**config.mk**
```make
export PLATFORM = sky130hd
export DESIGN_NAME = instr_fetch_decode_flat
export DESIGN_NICKNAME = d
export VERILOG_FILES = /design/src/rtl/pdp8_pkg.sv /design/src/rtl/instr_fetch_decode_if.sv /design/src/rtl/pdp8_op7_decode.sv /design/src/rtl/instr_fetch_decode.sv /design/src/flat_wrapper.sv
export SDC_FILE = /design/constraint.sdc
export NUM_CORES = 1
export LEC_CHECK = 0
export BUFFER_PORTS_ARGS = -buffer_cell sky130_fd_sc_hd__buf_2
export CORE_MARGIN = 1.5
export CORE_UTILIZATION = 57
export DETAILED_ROUTE_END_ITERATION = 16
export PLACE_DENSITY = 0.93
export RECOVER_POWER = 25
export SYNTH_ARGS = -nofsm -noshare
export SYNTH_HDL_FRONTEND = slang
export SYNTH_HIERARCHICAL = 1
export SYNTH_SLANG_ARGS = --single-unit
```
**constraint.sdc**
```tcl
create_clock -name clk -period 7.9 [get_ports clk]
set_input_delay 1.58 -clock clk [delete_from_list [all_inputs] [get_ports clk]]
set_output_delay 1.58 -clock clk [all_outputs]
set_load 0.01 [all_outputs]
```
**src/rtl/pdp8_pkg.sv**
```systemverilog
`default_nettype none
// +----------------------------------------------------------------------+
// | pdp8_pkg                                                             |
// | Shared widths, opcode structs, FSM states and OPR group codes for    |
// | the PDP-8 instruction fetch/decode front end.                        |
// | Revision: 1.0                                                        |
// +----------------------------------------------------------------------+
package pdp8_pkg;

  localparam int ADDR_WIDTH = 12;
  localparam int DATA_WIDTH = 12;

  typedef enum logic [2:0] {
    S_IDLE      = 3'd0,
    S_FETCH     = 3'd1,
    S_MEM_WAIT  = 3'd2,
    S_DECODE    = 3'd3,
    S_EXEC_WAIT = 3'd4
  } fsm_state_e;

  typedef struct packed {
    logic       AND;
    logic       TAD;
    logic       ISZ;
    logic       DCA;
    logic       JMS;
    logic       JMP;
    logic [8:0] mem_inst_addr;
  } pdp_mem_opcode_s;

  typedef struct packed {
    logic NOP;
    logic IAC;
    logic RAL;
    logic RTL;
    logic RAR;
    logic RTR;
    logic CML;
    logic CMA;
    logic CIA;
    logic CLL;
    logic CLA1;
    logic CLA_CLL;
    logic HLT;
    logic OSR;
    logic SKP;
    logic SNL;
    logic SZL;
    logic SZA;
    logic SNA;
    logic SMA;
    logic SPA;
    logic CLA2;
  } pdp_op7_opcode_s;

  localparam logic [2:0] c_OPC_AND = 3'd0;
  localparam logic [2:0] c_OPC_TAD = 3'd1;
  localparam logic [2:0] c_OPC_ISZ = 3'd2;
  localparam logic [2:0] c_OPC_DCA = 3'd3;
  localparam logic [2:0] c_OPC_JMS = 3'd4;
  localparam logic [2:0] c_OPC_JMP = 3'd5;
  localparam logic [2:0] c_OPC_IOT = 3'd6;
  localparam logic [2:0] c_OPC_OPR = 3'd7;

  localparam logic [DATA_WIDTH-1:0] c_OP7_NOP     = 12'o7000;
  localparam logic [DATA_WIDTH-1:0] c_OP7_IAC     = 12'o7001;
  localparam logic [DATA_WIDTH-1:0] c_OP7_RAL     = 12'o7004;
  localparam logic [DATA_WIDTH-1:0] c_OP7_RTL     = 12'o7006;
  localparam logic [DATA_WIDTH-1:0] c_OP7_RAR     = 12'o7010;
  localparam logic [DATA_WIDTH-1:0] c_OP7_RTR     = 12'o7012;
  localparam logic [DATA_WIDTH-1:0] c_OP7_CML     = 12'o7020;
  localparam logic [DATA_WIDTH-1:0] c_OP7_CMA     = 12'o7040;
  localparam logic [DATA_WIDTH-1:0] c_OP7_CIA     = 12'o7041;
  localparam logic [DATA_WIDTH-1:0] c_OP7_CLL     = 12'o7100;
  localparam logic [DATA_WIDTH-1:0] c_OP7_CLA1    = 12'o7200;
  localparam logic [DATA_WIDTH-1:0] c_OP7_CLA_CLL = 12'o7300;
  localparam logic [DATA_WIDTH-1:0] c_OP7_HLT     = 12'o7402;
  localparam logic [DATA_WIDTH-1:0] c_OP7_OSR     = 12'o7404;
  localparam logic [DATA_WIDTH-1:0] c_OP7_SKP     = 12'o7410;
  localparam logic [DATA_WIDTH-1:0] c_OP7_SNL     = 12'o7420;
  localparam logic [DATA_WIDTH-1:0] c_OP7_SZL     = 12'o7430;
  localparam logic [DATA_WIDTH-1:0] c_OP7_SZA     = 12'o7440;
  localparam logic [DATA_WIDTH-1:0] c_OP7_SNA     = 12'o7450;
  localparam logic [DATA_WIDTH-1:0] c_OP7_SMA     = 12'o7500;
  localparam logic [DATA_WIDTH-1:0] c_OP7_SPA     = 12'o7510;
  localparam logic [DATA_WIDTH-1:0] c_OP7_CLA2    = 12'o7600;

  // Memory-reference decode; IOT and OPR words yield an all-zero struct.
  function automatic pdp_mem_opcode_s mem_decode(input logic [DATA_WIDTH-1:0] word);
    pdp_mem_opcode_s d;
    d = '0;
    case (word[11:9])
      c_OPC_AND: d.AND = 1'b1;
      c_OPC_TAD: d.TAD = 1'b1;
      c_OPC_ISZ: d.ISZ = 1'b1;
      c_OPC_DCA: d.DCA = 1'b1;
      c_OPC_JMS: d.JMS = 1'b1;
      c_OPC_JMP: d.JMP = 1'b1;
      default:   d     = '0;
    endcase
    if (word[11:9] < c_OPC_IOT) begin
      d.mem_inst_addr = word[8:0];
    end
    return d;
  endfunction

endpackage
`default_nettype wire

```
**src/rtl/instr_fetch_decode_if.sv**
```systemverilog
`default_nettype none
// +----------------------------------------------------------------------+
// | instr_fetch_decode_if                                                |
// | Instruction memory read bus between the fetch unit and memory.       |
// | Revision: 1.0                                                        |
// +----------------------------------------------------------------------+
interface instr_fetch_decode_if;
  import pdp8_pkg::*;

  logic                  ifu_rd_req;
  logic [ADDR_WIDTH-1:0] ifu_rd_addr;
  logic [DATA_WIDTH-1:0] ifu_rd_data;

  modport master (
    output ifu_rd_req,
    output ifu_rd_addr,
    input  ifu_rd_data
  );

  modport slave (
    input  ifu_rd_req,
    input  ifu_rd_addr,
    output ifu_rd_data
  );

endinterface
`default_nettype wire

```
**src/rtl/pdp8_op7_decode.sv**
```systemverilog
`default_nettype none
// +----------------------------------------------------------------------+
// | pdp8_op7_decode                                                      |
// | Combinational OPR (7xxx) decode into a one-hot struct plus a flag    |
// | for words that are not one of the recognised microcodes.             |
// | Revision: 1.0                                                        |
// +----------------------------------------------------------------------+
module pdp8_op7_decode
  import pdp8_pkg::*;
(
  input  logic [DATA_WIDTH-1:0] i_instr,
  output pdp_op7_opcode_s       o_op7,
  output logic                  o_illegal
);

  always_comb begin
    o_op7     = '0;
    o_illegal = 1'b0;
    case (i_instr)
      c_OP7_NOP:     o_op7.NOP     = 1'b1;
      c_OP7_IAC:     o_op7.IAC     = 1'b1;
      c_OP7_RAL:     o_op7.RAL     = 1'b1;
      c_OP7_RTL:     o_op7.RTL     = 1'b1;
      c_OP7_RAR:     o_op7.RAR     = 1'b1;
      c_OP7_RTR:     o_op7.RTR     = 1'b1;
      c_OP7_CML:     o_op7.CML     = 1'b1;
      c_OP7_CMA:     o_op7.CMA     = 1'b1;
      c_OP7_CIA:     o_op7.CIA     = 1'b1;
      c_OP7_CLL:     o_op7.CLL     = 1'b1;
      c_OP7_CLA1:    o_op7.CLA1    = 1'b1;
      c_OP7_CLA_CLL: o_op7.CLA_CLL = 1'b1;
      c_OP7_HLT:     o_op7.HLT     = 1'b1;
      c_OP7_OSR:     o_op7.OSR     = 1'b1;
      c_OP7_SKP:     o_op7.SKP     = 1'b1;
      c_OP7_SNL:     o_op7.SNL     = 1'b1;
      c_OP7_SZL:     o_op7.SZL     = 1'b1;
      c_OP7_SZA:     o_op7.SZA     = 1'b1;
      c_OP7_SNA:     o_op7.SNA     = 1'b1;
      c_OP7_SMA:     o_op7.SMA     = 1'b1;
      c_OP7_SPA:     o_op7.SPA     = 1'b1;
      c_OP7_CLA2:    o_op7.CLA2    = 1'b1;
      default:       o_illegal     = 1'b1;
    endcase
  end

endmodule
`default_nettype wire

```
**src/rtl/instr_fetch_decode.sv**
```systemverilog
`default_nettype none
// +----------------------------------------------------------------------+
// | instr_fetch_decode                                                   |
// | PDP-8 fetch/decode front end: one read per instruction, registered   |
// | decode held until the execution unit has stalled and released.       |
// | Revision: 1.0                                                        |
// +----------------------------------------------------------------------+
module instr_fetch_decode
  import pdp8_pkg::*;
(
  input  logic                  clk,
  input  logic                  reset,
  input  logic                  stall,
  input  logic [ADDR_WIDTH-1:0] PC_value,
  instr_fetch_decode_if.master  mem_bus,
  output logic [ADDR_WIDTH-1:0] base_addr,
  output pdp_mem_opcode_s       pdp_mem_opcode,
  output pdp_op7_opcode_s       pdp_op7_opcode,
  output logic                  decode_valid,
  output logic                  illegal_op
);

  fsm_state_e            r_state;
  fsm_state_e            w_next_state;
  logic                  w_rd_req;
  logic [ADDR_WIDTH-1:0] w_rd_addr;

  logic                  r_rst_done;
  logic                  r_seen_stall;
  logic [ADDR_WIDTH-1:0] r_fetch_addr;
  logic [DATA_WIDTH-1:0] r_ir;

  logic [ADDR_WIDTH-1:0] r_base_addr;
  pdp_mem_opcode_s       r_mem_op;
  pdp_op7_opcode_s       r_op7_op;
  logic                  r_decode_valid;
  logic                  r_illegal;

  pdp_op7_opcode_s       w_op7;
  logic                  w_op7_illegal;
  logic [2:0]            w_opc;
  logic                  w_illegal;

  pdp8_op7_decode u_op7_decode (
    .i_instr   (r_ir),
    .o_op7     (w_op7),
    .o_illegal (w_op7_illegal)
  );

  assign w_opc     = r_ir[11:9];
  assign w_illegal = (w_opc == c_OPC_IOT) || ((w_opc == c_OPC_OPR) && w_op7_illegal);

  always_ff @(posedge clk or posedge reset) begin
    if (reset) begin
      r_state <= S_IDLE;
    end else begin
      r_state <= w_next_state;
    end
  end

  // r_rst_done holds IDLE for one extra edge after reset release.
  always_comb begin
    w_next_state = r_state;
    w_rd_req     = 1'b0;
    w_rd_addr    = '0;
    case (r_state)
      S_IDLE: begin
        if (r_rst_done && !stall) begin
          w_next_state = S_FETCH;
        end
      end
      S_FETCH: begin
        w_rd_req     = 1'b1;
        w_rd_addr    = PC_value;
        w_next_state = S_MEM_WAIT;
      end
      S_MEM_WAIT: begin
        w_next_state = S_DECODE;
      end
      S_DECODE: begin
        w_next_state = S_EXEC_WAIT;
      end
      S_EXEC_WAIT: begin
        if (r_seen_stall && !stall) begin
          w_next_state = S_FETCH;
        end
      end
      default: begin
        w_next_state = S_IDLE;
      end
    endcase
  end

  always_ff @(posedge clk or posedge reset) begin
    if (reset) begin
      r_rst_done     <= 1'b0;
      r_seen_stall   <= 1'b0;
      r_fetch_addr   <= '0;
      r_ir           <= '0;
      r_base_addr    <= '0;
      r_mem_op       <= '0;
      r_op7_op       <= '0;
      r_decode_valid <= 1'b0;
      r_illegal      <= 1'b0;
    end else begin
      r_rst_done     <= 1'b1;
      r_decode_valid <= 1'b0;
      // Flag only survives while the FSM stays in EXEC_WAIT.
      r_seen_stall   <= (r_state == S_EXEC_WAIT) && (w_next_state == S_EXEC_WAIT)
                        && (r_seen_stall || stall);
      if (r_state == S_FETCH) begin
        r_fetch_addr <= PC_value;
      end
      if (r_state == S_MEM_WAIT) begin
        r_ir <= mem_bus.ifu_rd_data;
      end
      if (r_state == S_DECODE) begin
        r_base_addr    <= r_fetch_addr;
        r_mem_op       <= mem_decode(r_ir);
        r_op7_op       <= w_op7;
        r_illegal      <= w_illegal;
        r_decode_valid <= 1'b1;
      end
    end
  end

  assign mem_bus.ifu_rd_req  = w_rd_req;
  assign mem_bus.ifu_rd_addr = w_rd_addr;
  assign base_addr           = r_base_addr;
  assign pdp_mem_opcode      = r_mem_op;
  assign pdp_op7_opcode      = r_op7_op;
  assign decode_valid        = r_decode_valid;
  assign illegal_op          = r_illegal;

endmodule
`default_nettype wire

```
**src/flat_wrapper.sv**
```systemverilog
// flat-port wrapper written by rule: the top's interface ports become plain ports
module instr_fetch_decode_flat import pdp8_pkg::*;
  (clk, reset, stall, PC_value, base_addr, pdp_mem_opcode, pdp_op7_opcode, decode_valid, illegal_op, mem_bus_ifu_rd_req, mem_bus_ifu_rd_addr, mem_bus_ifu_rd_data);
  instr_fetch_decode_if mem_bus_i ();
  input  logic clk;
  input  logic reset;
  input  logic stall;
  input  logic [ADDR_WIDTH-1:0] PC_value;
  output logic [ADDR_WIDTH-1:0] base_addr;
  output pdp_mem_opcode_s pdp_mem_opcode;
  output pdp_op7_opcode_s pdp_op7_opcode;
  output logic decode_valid;
  output logic illegal_op;
  output wire logic [$bits(mem_bus_i.ifu_rd_req)-1:0] mem_bus_ifu_rd_req;
  output wire logic [$bits(mem_bus_i.ifu_rd_addr)-1:0] mem_bus_ifu_rd_addr;
  input wire logic [$bits(mem_bus_i.ifu_rd_data)-1:0] mem_bus_ifu_rd_data;
  assign mem_bus_ifu_rd_req = mem_bus_i.ifu_rd_req;
  assign mem_bus_ifu_rd_addr = mem_bus_i.ifu_rd_addr;
  assign mem_bus_i.ifu_rd_data = mem_bus_ifu_rd_data;
  instr_fetch_decode u_core (.clk(clk), .reset(reset), .stall(stall), .PC_value(PC_value), .mem_bus(mem_bus_i), .base_addr(base_addr), .pdp_mem_opcode(pdp_mem_opcode), .pdp_op7_opcode(pdp_op7_opcode), .decode_valid(decode_valid), .illegal_op(illegal_op));
endmodule
```
Yosys cells after proc, flatten, opt, wreduce, memory -nomap -nowiden
Cells that the tools add are included.
{"block": "totals", "register_bits": 80, "latchBits": 0, "ram_bits": 0, "romBits": 0, "word_cells": 119, "n_memories": 0}
{"block": "classes", "addsub": 0, "n_mul": 0, "div": 0, "n_lt_le_gt_ge": 1, "n_eq_ne": 34, "n_shift": 0, "muxes": 36, "bitwise": 0, "n_reduce_logical": 11}
{"operator": "equality test 12 bit, second input constant", "n": 22}
{"operator": "2-to-1 mux 1 bit", "n": 31}
{"operator": "OR reduction 22 bit", "n": 1}
{"operator": "equality test 3 bit, second input constant", "n": 6}
{"operator": "one-hot mux 3 bit (5 select lines)", "n": 1}
{"operator": "equality test 3 x 2 -> 1 bit, second input constant", "n": 4}
{"operator": "2-to-1 mux 12 bit", "n": 1}
{"operator": "2-to-1 mux 9 bit", "n": 1}
{"operator": "equality test 3 x 1 -> 1 bit, second input constant", "n": 2}
{"operator": "zero test 3 bit", "n": 2}
{"operator": "2-to-1 mux 3 bit", "n": 2}
{"operator": "logical AND 1 bit", "n": 5}
{"operator": "< comparator 3 bit, second input constant", "n": 1}
{"operator": "logical OR 1 bit", "n": 2}
{"operator": "zero test 1 bit", "n": 1}

Logic depth before layout (Yosys ltp)
Gate-level depths: netlist of run 1.
{"block": "logic_depth", "word_depth": 7, "ltp_mapped": 8}

Cells and area by module
The synthesis of run 1 kept the hierarchy.
{"module": "instr_fetch_decode", "instances": 1, "cells_each": 225, "area_per_inst_um2": 3119.2, "seq_area_each_um2": 2001.9}
{"module": "pdp8_op7_decode", "instances": 1, "cells_each": 86, "area_per_inst_um2": 495.5, "seq_area_each_um2": 0.0}

Worst setup path after synthesis of run 1
Ideal clock, no wire load.
{"block": "synth_timing", "path_type": "input port to output port", "startpoint": "input PC_value[0]", "endpoint": "output mem_bus_ifu_rd_addr[0]", "arrival_time_ps": 1726, "t_required_ps": 6320, "path_slack_ps": 4594, "cell_stages": 1, "n_path_buf": 0, "cell_sequence": "and2_1"}
{"block": "synth_between", "elab_chain_cells": 1}
{"element": "start, declared", "line_no": "flat_wrapper.sv:8", "rtl": "input logic [ADDR_WIDTH-1:0] PC_value;"}
{"element": "2-to-1 mux 12 bit", "line_no": "instr_fetch_decode.sv:66", "rtl": "case (r_state)"}
{"element": "end, declared", "line_no": "flat_wrapper.sv:15", "rtl": "output wire logic [$bits(mem_bus_i.ifu_rd_addr)-1:0] mem_bus_ifu_rd_addr;"}
Every way passes these cells.

Worst setup path in the final report of run 1
{"block": "layout_timing", "startpoint": "register u_core.r_state[0]", "endpoint": "output mem_bus_ifu_rd_addr[4]"}
{"block": "layout_between", "elab_chain_cells": 2}
{"element": "start, declared", "line_no": "instr_fetch_decode.sv:23", "rtl": "fsm_state_e r_state;"}
{"element": "start signal, assigned", "line_no": "instr_fetch_decode.sv:57", "rtl": "r_state <= w_next_state;"}
{"element": "equality test 3 x 1 -> 1 bit", "line_no": "instr_fetch_decode.sv:66"}
{"element": "2-to-1 mux 12 bit", "line_no": "instr_fetch_decode.sv:66"}
Every way passes these cells.

==> impl_results.md, run 1 <==
* Share of cells above drive strength 1 at 40.6%
* Critical Path AT at about 3.3 ns
* Vias at about 2700
* Register area share after synthesis at 55.4%
* CTS Hold Bufs at 0
* DP Cell Count at 460
* Tot GR Track Use at between 20% and 30%
* Post-CTS setup buffers at 0
* Ports at 91
* Synth area leader: dfrtp_1
* Number of buffers on the longest clock path at 2
* DRT Pass-1 Iters at 5
* Status: finished with violations
* Syn nets at around 340
* CP Capture Type: output pin
* Rel. slew slack at -79.1%
* Row cnt at 28
* Netlist Area Pre-Place at about 0.0036 mm2
* Area delta synth->final at 18.4%
* Req. time, crit path at about 6.3 ns
* Yosys cell types at 43
* Hold Violations, Final at 0
* Max-cap violations at 2
* Max Slew Vio Count at between 80 and 90
* Peak Freq at around 0.20 GHz
* Startpoint Class: flip-flop
* Post-DP HPWL at 5.00 mm
* # diodes at 0
* Die span in y at just over 80 um
* Leakage power at about 0.0021 uW
* Total grt overflow at 0
* Detail Route Antenna Nets at 0
* Drt drc at 0
* Routed wire per std cell at between 15 and 20 um
* Synth warn at 6
* Critical-path cell list: nor3b_1, and2_1, buf_2
* Clk slew on worst S/H paths at ~0.07 ns
* # H-tree levels at 3
* Slowest stage delay, CP at about 2.1 ns
* Final Non-Filler Cells at around 480
* Hold Path Class: flip-flop to flip-flop
* Final setup viols at 0
* Post-DR vias/cell at around 5.6
* Crit path max-delay cell type: nor3b_1
* Clock Latency Late Sink at ~0.34 ns
* Synthesized flop and latch total at 80
* Die X at between 80 and 90 um
* Post-Syn Instances at about 310
* Top post-synthesis cells by area: dfrtp_1 55%, mux2_2 16%, nand2_1 4.0%, nor2_1 2.6%, o21ai_0 2.4%
* RSZ-0062 raised after global routing: false
* Peak supply drop at about 0.00022 V
* Initial drt markers at roughly 210
* Crit Path Max Fanout at 26
* Measured slew at the worst slew-check pin at roughly 2.7 ns
* Cell area power density at between 300 and 400 mW/mm2
* TritonCTS clock tree: yes
* Count of buffers from port buffering at 90
* Failing checks: max-capacitance violations, max-slew violations
* Total length of routed wires at 7.44 mm
* Final Cycle Share at 62.0%
* Core ar. at roughly 0.0060 mm2
* Crit path kind: flip-flop to output pin
* Vias in the first global route at 2609
* Die footprint at just under 0.007 mm2
* Largest net degree at the start of global routing at 81
* FILL cells at about 430
* Clk_skew at slightly above 0.009 ns
* CTS buffer count at 9
* Clock sinks at 80
* Clock root buffer: clkbuf_8
* Net count, final at about 420
* Avg Cell Area, Syn at approximately 12 um2
* First-pass GRT wire length at approximately 12 mm
* Starting Density at approximately three fifths
* Final setup TNS at 0 ns
* Gpl congestion at 0.841
* Initial antenna violation count at 0
* Post-synth top area share at between 50% and 60%
* Min Clock Period, post-route at a little under 5 ns
* Post-CTS sizing at 0
-- critical path, delay by kind of cell, from the launching register on --
kind,cells,cell delay (ns)
buf+inv,1,0.14
flops,1,0.46
simple gates,2,2.38
-- per-layer routing --
layer	wire, um	up-vias	track usage (%)
met5	0	-	0
li1	-	1239	-
met1	3140	1295	28.5
met2	3570	101	38.1
met4	155	0	9.67
met3	577	17	8.24
-- state kept, by name, summed over array words and instances, names as in the netlist, 3 cells and up --
register,flops
u_core/base_addr,12
u_core/pdp_op7_opcode,22
u_core/r_ir,12
u_core/r_state,3
u_core/r_fetch_addr,12
u_core/pdp_mem_opcode,15
-- area by class of cell --
cell class                      count  area (um2)  area share, %
Clock buffer                       14         173           4.04
Sequential cell                    80        2000           46.8
Inverter                            6        23.8          0.556
Clock inverter                      2        60.1           1.40
Tap cell                           75        93.8           2.19
Timing Repair Buffer               92         460           10.8
Multi-Input combinational cell    207        1470           34.3
-- cell usage after synthesis, drive strengths merged --
library cell / count
a211o: 1
nor2b: 5
nand3b: 5
nor3b: 2
o21ai: 18
buf: 15
and3b: 1
and2: 12
and3: 2
nand2: 39
o211ai: 1
or2: 1
mux2: 56
o41ai: 4
nand2b: 3
inv: 6
nor3: 3
xor2: 1
nor4b: 1
a21o: 1
nand4bb: 1
a221oi: 1
o31ai: 2
a21oi: 1
dfrtp: 80
o21a: 1
o2111a: 1
nand3: 5
o2111ai: 2
clkbuf: 3
a21boi: 1
nor4: 8
conb: 1
or3b: 1
nor2: 26
-- kinds of logic (layout without fill, tap and decap cells) --
family,after synthesis,after routing,share of synthesized area [%]
and+or+nand+nor,115,115,16.8
DFF,80,80,55.4
AOI/OAI and AO/OA,34,34,6.30
muxes,56,56,17.4
buffers and inverters,24,114,3.74
other,1,1,0.104
xor gates and xnor gates,1,1,0.242
-- cell usage in the layout, fill, tap and decap left out, drive strengths merged, types with 2 or more instances in the layout --
master	Yosys	routed
buf	15	90
dfrtp	80	80
mux2	56	56
nand2	39	39
nor2	26	26
o21ai	18	18
clkbuf	3	16
and2	12	12
nor4	8	8
nand3b	5	5
nand3	5	5
inv	6	5
nor2b	5	5
o41ai	4	4
nand2b	3	3
nor3	3	3
bufinv	0	2
o31ai	2	2
and3	2	2
o2111ai	2	2
nor3b	2	2
-- where the power goes --
group	switching, uW	internal, uW	total (uW)
registers	149	547	696
logic	260	247	507
clock network	139	204	343
total	548	998	1550
-- path summary, 6_finish.rpt --
kind,start,to,slack [ns],depth (start not counted)
worst min register to register,u_core/pdp_mem_opcode[9]$_DFFE_PP0P_,u_core/pdp_mem_opcode[9]$_DFFE_PP0P_,0.48,2
worst max register to register,u_core/r_state[2]$_DFF_PP0_,u_core/pdp_mem_opcode[8]$_DFFE_PP0P_,4.53,3
min in group asynchronous,reset,u_core/r_fetch_addr[4]$_DFFE_PP0N_,1.53,3
worst max-delay path,u_core/r_state[0]$_DFF_PP0_,mem_bus_ifu_rd_addr[4],3.00,3
max in group asynchronous,reset,u_core/pdp_op7_opcode[8]$_DFFE_PP0P_,5.74,3
worst min-delay path,u_core/pdp_mem_opcode[9]$_DFFE_PP0P_,u_core/pdp_mem_opcode[9]$_DFFE_PP0P_,0.48,2
-- stage by stage --
step	instance area (um2)	total power, uW	setup slack (ns)	utilization [%]	hold slack [ns]
floorplan	3610	1070	4.27	-	0.454
global placement	4060	1180	4.38	67.4	0.455
detailed placement	4060	1210	4.38	67.4	0.466
CTS	4300	1560	4.27	71.3	0.483
global route	4280	1650	2.68	71.0	0.513
finish	4280	1550	3.00	71.0	0.479
Power figures use the tool's default switching activity.
==> run 2: changes to the inputs <==
--- a/config.mk
+++ b/config.mk
@@ -5,11 +5,12 @@
 export SDC_FILE = /design/constraint.sdc
 export NUM_CORES = 1
 export LEC_CHECK = 0
+export ABC_AREA = 1
 export BUFFER_PORTS_ARGS = -buffer_cell sky130_fd_sc_hd__buf_2
 export CORE_MARGIN = 1.5
-export CORE_UTILIZATION = 57
+export CORE_UTILIZATION = 48
 export DETAILED_ROUTE_END_ITERATION = 16
-export PLACE_DENSITY = 0.93
+export PLACE_DENSITY = 0.84
 export RECOVER_POWER = 25
 export SYNTH_ARGS = -nofsm -noshare
 export SYNTH_HDL_FRONTEND = slang
==> constraint.sdc (replaced) <==
create_clock -name clk -period 4.2 [get_ports clk]
set_input_delay 0.84 -clock clk [delete_from_list [all_inputs] [get_ports clk]]
set_output_delay 0.84 -clock clk [all_outputs]
set_load 0.01 [all_outputs]
==> run 2 against run 1 <==
Final cell count is 39% higher. Sequential power is 77% higher. First-iteration DRC count is 37% lower. Utilization is 11 points lower. Critical path type unchanged. Critical endpoint is now mem_bus_ifu_rd_addr[10]. Clock skew is 0.00077 ns lower. Worst setup slack worse by 1.9 ns. Sequential share of layout area is 1.8 points lower. Largest power group unchanged. Largest cell class unchanged. Hold slack worse by 0.0037 ns. The flow still finishes with violations (max-capacitance violations, max-slew violations). Register-to-register slack worse by 2.4 ns.
==> impl_results.md, run 2 <==
* # diodes at 0 (unchanged)
* Min Clock Period, post-route at about 3.1 ns
* Count leader, synth: nand2_1 (was dfrtp_1)
* Largest net degree at the start of global routing at 63 (was 81)
* Clk_skew at 0.00848 ns (was 0.00925 ns)
* Main flop type after synthesis: dfrtp_1 (unchanged)
* Post-Syn Instances at 469 (was 311)
* Rel. slew slack at -49.4% (was -79.1%)
* Hold Violations, Final at 0 (unchanged)
* Syn nets at 496 (was 338)
* Post-synth EDFFs at 0 (unchanged)
* Detail Route Antenna Nets at 0 (unchanged)
* Area delta synth->final at 19.3% (was 18.4%)
* Vias in the first global route at 2806 (was 2609)
* Req. time, crit path at 3.36 ns (was 6.32 ns)
* Measured slew at the worst slew-check pin at 2.23 ns (was 2.68 ns)
* CTS Hold Bufs at 0 (unchanged)
* Number of buffers on the longest clock path at 2 (unchanged)
* Simple-gate share of the synthesized area at 31.8% (was 16.8%)
* Clock Latency Late Sink at 0.35 ns (was 0.34 ns)
* Initial antenna violation count at 0 (unchanged)
* Max-cap violations at 1 (was 2)
* Total length of routed wires at 7.87 mm (was 7.44 mm)
* Drt drc at 0 (unchanged)
* Total grt overflow at 0 (unchanged)
* CP Capture Type: output pin (unchanged)
* Critical Path AT at 2.26 ns (was 3.32 ns)
* Clk slew on worst S/H paths at 0.08 ns (was 0.07 ns)
* Largest family of logic cells by synthesized area: simple AND/OR/NAND/NOR gates (was multiplexers)
* Core ar. at 0.00737 mm2 (was 0.00603 mm2)
* Peak supply drop at 0.000291 V (was 0.000216 V)
* Starting Density at 50.6% (was 60.0%)
* Clock sinks at 80 (unchanged)
* Netlist Area Pre-Place at 0.00373 mm2 (was 0.00361 mm2)
* Async set-reset flop share out of synthesis at 100% (unchanged)
* Routed wire per std cell at 11.9 um (was 15.6 um)
* CTS buffer count at 9 (unchanged)
* Synth area leader: dfrtp_1 (unchanged)
* Crit path kind: flip-flop to output pin (unchanged)
* Post-CTS setup buffers at 0 (unchanged)
* Die span in y at 91.2 um (was 82.6 um)
* Synth Area in Compound Gates at 5.40% (was 6.30%)
* Status: finished with violations (unchanged)
* Yosys cell types at 25 (was 43)
* Row cnt at 31 (was 28)
* Net count, final at 584 (was 423)
* Post-synth top area share at 53.7% (was 55.4%)
* RSZ-0062 raised after global routing: false (unchanged)
* # H-tree levels at 3 (unchanged)
* Leakage power at 0.00273 uW (was 0.00214 uW)
* Synthesized flop and latch total at 80 (unchanged)
* Worst hold slack at 0.476 ns (was 0.479 ns)
* Mux share of post-synthesis cell area at 0% (was 17.4%)
* Hold Path Class: flip-flop to flip-flop (unchanged)
* Cell area power density at 647 mW/mm2 (was 361 mW/mm2)
* Max Slew Vio Count at 53 (was 83)
* Post-DR vias/cell at 4.67 (was 5.57)
* TritonCTS clock tree: yes (unchanged)
* Post-CTS sizing at 0 (unchanged)
* Peak Freq at around 0.32 GHz
* Top cells by count, synth: 181 x nand2_1, 80 x dfrtp_1, 56 x inv_1 (was 80 x dfrtp_1, 50 x mux2_2, 39 x nand2_1)
* Gpl congestion at 0.859 (was 0.841)
* Final setup viols at 0 (unchanged)
* Commonest cells after routing, fill and taps aside: 181 x nand2_1, 89 x buf_2, 80 x dfrtp_1 (was 89 x buf_2, 80 x dfrtp_1, 50 x mux2_2)
* Count of buffers from port buffering at 90 (unchanged)
* Post-DP HPWL at 5.64 mm (was 5.00 mm)
* Commonest non-fill, non-tap cell in the layout: nand2_1 (was buf_2)
* Register area share after synthesis at 53.7% (was 55.4%)
* Final setup TNS at 0 ns (unchanged)
* Top post-synthesis cells by area: dfrtp_1 54%, nand2_1 18%, inv_1 5.6%, o21ai_0 4.0%, nor2_1 3.8% (was dfrtp_1 55%, mux2_2 16%, nand2_1 4.0%, nor2_1 2.6%, o21ai_0 2.4%)
* Clock root buffer: clkbuf_8 (unchanged)
* Avg Cell Area, Syn at 7.96 um2 (was 11.6 um2)
* Die X at 91.2 um (was 82.6 um)
* Initial drt markers at 133 (was 212)
* Die footprint at 0.00831 mm2 (was 0.00683 mm2)
* XOR/XNOR Fraction of Synth Area at 0% (was 0.242%)
* Synth warn at 6 (unchanged)
* Final Cycle Share at approximately three quarters
* Startpoint Class: flip-flop (unchanged)
* DRT Pass-1 Iters at 4 (was 5)
* Share of cells above drive strength 1 at 24.9% (was 40.6%)
* Crit Path Max Fanout at 33 (was 26)
* Post-synthesis adder-cell area fraction at 0% (unchanged)
* Failing checks: max-capacitance violations, max-slew violations (unchanged)
* Max FFs per register at 22 (unchanged)
* Vias at 3085 (was 2652)
* First-pass GRT wire length at 13.0 mm (was 11.9 mm)
* Ports at 91 (unchanged)
* Tot GR Track Use at 19.4% (was 23.5%)
run 2: cell count changes after synthesis, sizes merged, moves of 12 or more:
cell	change
and2	-12
nor2	+22
nand3	+20
inv	+59
o21ai	+20
mux2	-56
nand2	+149
run 2: power by group:
group | internal (uW) | switching [uW] | total [uW]
clock | 335 | 272 | 607
combinational | 354 | 691 | 1050
sequential | 1020 | 207 | 1230
run 2: per-stage QoR:
| step | total power (uW) | area (um2) | setup slack (ns) | utilization [%] | std cells |
|---|---|---|---|---|---|
| final | 2880 | 4450 | 1.10 | 60.4 | 661 |
| after global routing | 3090 | 4450 | 0.879 | 60.4 | 661 |
| after CTS | 2910 | 4460 | 1.13 | 60.5 | 661 |
| after detailed placement | 2290 | 4240 | 1.54 | 57.5 | 645 |
| after global placement | 2230 | 4240 | 1.70 | 57.5 | 645 |
| after floorplan | 1970 | 3730 | 1.31 | - | 469 |
run 2: logic make-up after synthesis:
logic type / count (synthesis)
simple gates: 268
buf+inv: 81
flops: 80
compound gates: 39
other cells: 1
run 2: worst paths after layout:
check                                                      from  slack, ns  depth (start not counted)                                   to
worst max-delay path                u_core/r_state[2]$_DFF_PP0_       1.10                          4              mem_bus_ifu_rd_addr[10]
min in group asynchronous                                 reset       1.08                          2      u_core/base_addr[7]$_DFFE_PP0P_
max in group asynchronous                                 reset       1.93                          3           u_core/r_ir[2]$_DFFE_PP0N_
worst max register to register      u_core/r_state[2]$_DFF_PP0_       2.09                          5  u_core/r_fetch_addr[10]$_DFFE_PP0N_
worst min register to register  u_core/base_addr[8]$_DFFE_PP0P_       0.48                          2      u_core/base_addr[8]$_DFFE_PP0P_
worst min-delay path            u_core/base_addr[8]$_DFFE_PP0P_       0.48                          2      u_core/base_addr[8]$_DFFE_PP0P_
run 2: area by class of cell:
class | count | area [um2]
multi-input cells | 308 | 1390
inverters | 65 | 248
well taps | 99 | 124
repair buffers | 93 | 472
flip-flops and latches | 80 | 2000
fillers | 682 | 2920
clock buffers | 9 | 124
clock inverters | 7 | 95.1
run 2: critical path: stages (launching register included):
cell and delay (ns):
dfrtp_1 0.42, inv_1 0.14, nand3_1 0.78, nor2_1 0.38
buf_2 0.19
run 2: layer usage:
metal / vias up / global-route usage [%] / part of all wire, %
met5: - / 0 / 0
met4: 0 / 8.07 / 2.0
met3: 12 / 3.02 / 4.5
met2: 83 / 31.8 / 48
met1: 1388 / 25.8 / 45
li1: 1602 / - / -
==> run 3: changes to the inputs <==
==> constraint.sdc (replaced) <==
create_clock -name clk -period 2.58 [get_ports clk]
set_input_delay 0.516 -clock clk [delete_from_list [all_inputs] [get_ports clk]]
set_output_delay 0.516 -clock clk [all_outputs]
set_load 0.01 [all_outputs]
==> run 3 against run 2 <==
The flow still finishes with violations (max-capacitance violations, max-slew violations). Combinational power is 64% higher. Critical path type unchanged. Non-clock buffer count is 3 higher. Via count is 1.4% higher. Highest routed layer unchanged. Power is 63% higher. Worst setup slack worse by 0.75 ns. First-iteration DRC count is 31% higher. Clock skew is 0.0053 ns higher. Sequential power is 63% higher.
==> impl_results.md, run 3 (same netlist as run 2, synthesis figures left out) <==
* Status: finished with violations (unchanged)
* Failing checks: max-capacitance violations, max-slew violations (unchanged)
* # diodes at 0 (unchanged)
* Max-cap violations at 1 (unchanged)
* Critical-path cell list: inv_2, nand3_1, buf_4, nor2_1, buf_2 (was inv_1, nand3_1, nor2_1, buf_2)
* Total power draw at 4710 uW (was 2880 uW)
* Routed wire per std cell at 11.9 um (about the same)
* Measured slew at the worst slew-check pin at 1.75 ns (was 2.23 ns)
* Cell area power density at 1050 mW/mm2 (was 647 mW/mm2)
* Fin area at 0.00449 mm2 (was 0.00445 mm2)
* Min Clock Period, post-route at roughly 2.2 ns
* Ports at 91 (unchanged)
* Die span in y at 91.2 um (unchanged)
* Crit path launch: u_core/r_state[2]$_DFF_PP0_ (unchanged)
* Count of buffers from port buffering at 90 (unchanged)
* Final Non-Filler Cells at 664 (was 661)
* Starting Density at 50.6% (unchanged)
* Post-DP HPWL at 5.83 mm (was 5.64 mm)
* Critical Path AT at 1.71 ns (was 2.26 ns)
* CP Capture Type: output pin (unchanged)
* Met2 WL at 3.77 mm (was 3.79 mm)
* Initial drt markers at 174 (was 133)
* FILL cells at 664 (was 682)
* Total length of routed wires at 7.92 mm (was 7.87 mm)
* Share of the core filled with cells at 61.0% (was 60.4%)
* Startpoint Class: flip-flop (unchanged)
* Reg-to-Reg End: u_core/illegal_op$_DFFE_PP0P_ (was u_core/r_fetch_addr[10]$_DFFE_PP0N_)
* Row cnt at 31 (unchanged)
* Commonest cells after routing, fill and taps aside: 181 x nand2_1, 90 x buf_2, 80 x dfrtp_1 (was 181 x nand2_1, 89 x buf_2, 80 x dfrtp_1)
* Net count, final at 587 (was 584)
* Clk_skew at 0.0138 ns (was 0.00848 ns)
* Share of cells above drive strength 1 at 25.3% (was 24.9%)
* Crit path kind: flip-flop to output pin (unchanged)
* Met3 wire length at 330 um (was 355 um)
* Area delta synth->final at 20.4% (was 19.3%)
* R2R Setup Slk at 0.92 ns (was 2.09 ns)
* Final setup TNS at 0 ns (unchanged)
* Clk slew on worst S/H paths at 0.08 ns (about the same)
* Core ar. at 0.00737 mm2 (unchanged)
* R2R depth at 12 (was 5)
* Critical R2R Launch: u_core/r_ir[11]$_DFFE_PP0N_ (was u_core/r_state[2]$_DFF_PP0_)
* Max Slew Vio Count at 40 (was 53)
* Vias at 3129 (was 3085)
* DRT Pass-1 Iters at 4 (unchanged)
* Final Cycle Share at about 86%
* Max FFs per register at 22 (unchanged)
* Hold Path Class: input pin to flip-flop (was flip-flop to flip-flop)
* Routed length on met1 at 3.60 mm (was 3.58 mm)
* Peak Freq at 0.449 GHz
* Crit Path Max Fanout at 15 (was 33)
* Hold Violations, Final at 0 (unchanged)
* Clock sinks at 80 (unchanged)
* Vias in the first global route at 3032 (was 2806)
* Clock Latency Late Sink at 0.34 ns (was 0.35 ns)
* First-pass GRT wire length at 13.4 mm (was 13.0 mm)
* Largest net degree at the start of global routing at 41 (was 63)
* TritonCTS clock tree: yes (unchanged)
* Post-CTS setup buffers at 0 (unchanged)
* # H-tree levels at 3 (unchanged)
* Die footprint at 0.00831 mm2 (unchanged)
* Final setup viols at 0 (unchanged)
* RSZ-0062 raised after global routing: false (unchanged)
* Max layer used: met4 (unchanged)
* Initial antenna violation count at 0 (unchanged)
* Rel. slew slack at -17.5% (was -49.4%)
* Detail Route Antenna Nets at 0 (unchanged)
* Peak supply drop at 0.000452 V (was 0.000291 V)
* Commonest non-fill, non-tap cell in the layout: nand2_1 (unchanged)
* CTS Hold Bufs at 0 (unchanged)
* Total grt overflow at 0 (unchanged)
* DP Cell Count at 648 (was 645)
* Placed cell area at 0.00429 mm2 (was 0.00424 mm2)
* Number of buffers on the longest clock path at 2 (unchanged)
* Crit path max-delay cell type: dfrtp_1 (was nand3_1)
* Gpl congestion at 0.878 (was 0.859)
* Worst setup endpoint: mem_bus_ifu_rd_addr[7] (was mem_bus_ifu_rd_addr[10])
* CTS buffer count at 9 (unchanged)
* Post-DR vias/cell at 4.71 (was 4.67)
* Die X at 91.2 um (unchanged)
* Drt drc at 0 (unchanged)
* Req. time, crit path at 2.06 ns (was 3.36 ns)
* Post-CTS sizing at 0 (unchanged)
* Tot GR Track Use at 20.2% (was 19.4%)
* Leakage power at 0.00276 uW (was 0.00273 uW)
* Clock root buffer: clkbuf_8 (unchanged)
* Slowest stage delay, CP at 0.43 ns (was 0.78 ns)
==> run 3: layer usage <==
layer  track usage [%]  vias to the layer above
met2              33.7                       81
met3              3.60                       17
met4              9.90                        0
met5                 0                        -
li1                  -                     1605
met1              25.1                     1426
==> run 3: area by class of cell <==
type | instances | area [um2] | area share [%]
flip-flops and latches | 80 | 2000 | 44.6
multi-input cells | 308 | 1390 | 31.0
repair buffers | 96 | 517 | 11.5
inverters | 65 | 248 | 5.51
clock buffers | 11 | 131 | 2.92
well taps | 99 | 124 | 2.76
clock inverters | 5 | 78.8 | 1.75
==> run 3: power breakdown <==
group          switching, uW  internal [uW]  total [uW]
clock network            433            546         979
registers                344           1660        2000
logic                   1130            598        1720
==> run 3: stage by stage <==
stage	setup WS (ns)	hold slack, ns
after floorplan	0.0123	0.442
after global placement	0.771	0.452
after detailed placement	0.716	0.459
after CTS	0.336	0.268
after global routing	0.186	0.411
final	0.351	0.415
==> run 3: worst max-delay path: cells and delay by family (launching register included) <==
| kind | cells | cell delay, ns |
|---|---|---|
| buf+inv | 3 | 0.55 |
| simple gates | 2 | 0.39 |
| flops | 1 | 0.43 |
==> run 3: worst min-delay path by stage <==
stage                                             from  cells after the start  slack [ns]                         endpoint
detailed placement  u_core/r_fetch_addr[8]$_DFFE_PP0N_                      2        0.46  u_core/base_addr[8]$_DFFE_PP0P_
finish                         mem_bus_ifu_rd_data[11]                      3        0.41      u_core/r_ir[11]$_DFFE_PP0N_
global placement    u_core/r_fetch_addr[0]$_DFFE_PP0N_                      2        0.45  u_core/base_addr[0]$_DFFE_PP0P_
floorplan           u_core/r_fetch_addr[0]$_DFFE_PP0N_                      2        0.44  u_core/base_addr[0]$_DFFE_PP0P_
global route                    mem_bus_ifu_rd_data[4]                      3        0.41       u_core/r_ir[4]$_DFFE_PP0N_
CTS                                              reset                      2        0.27  u_core/base_addr[7]$_DFFE_PP0P_
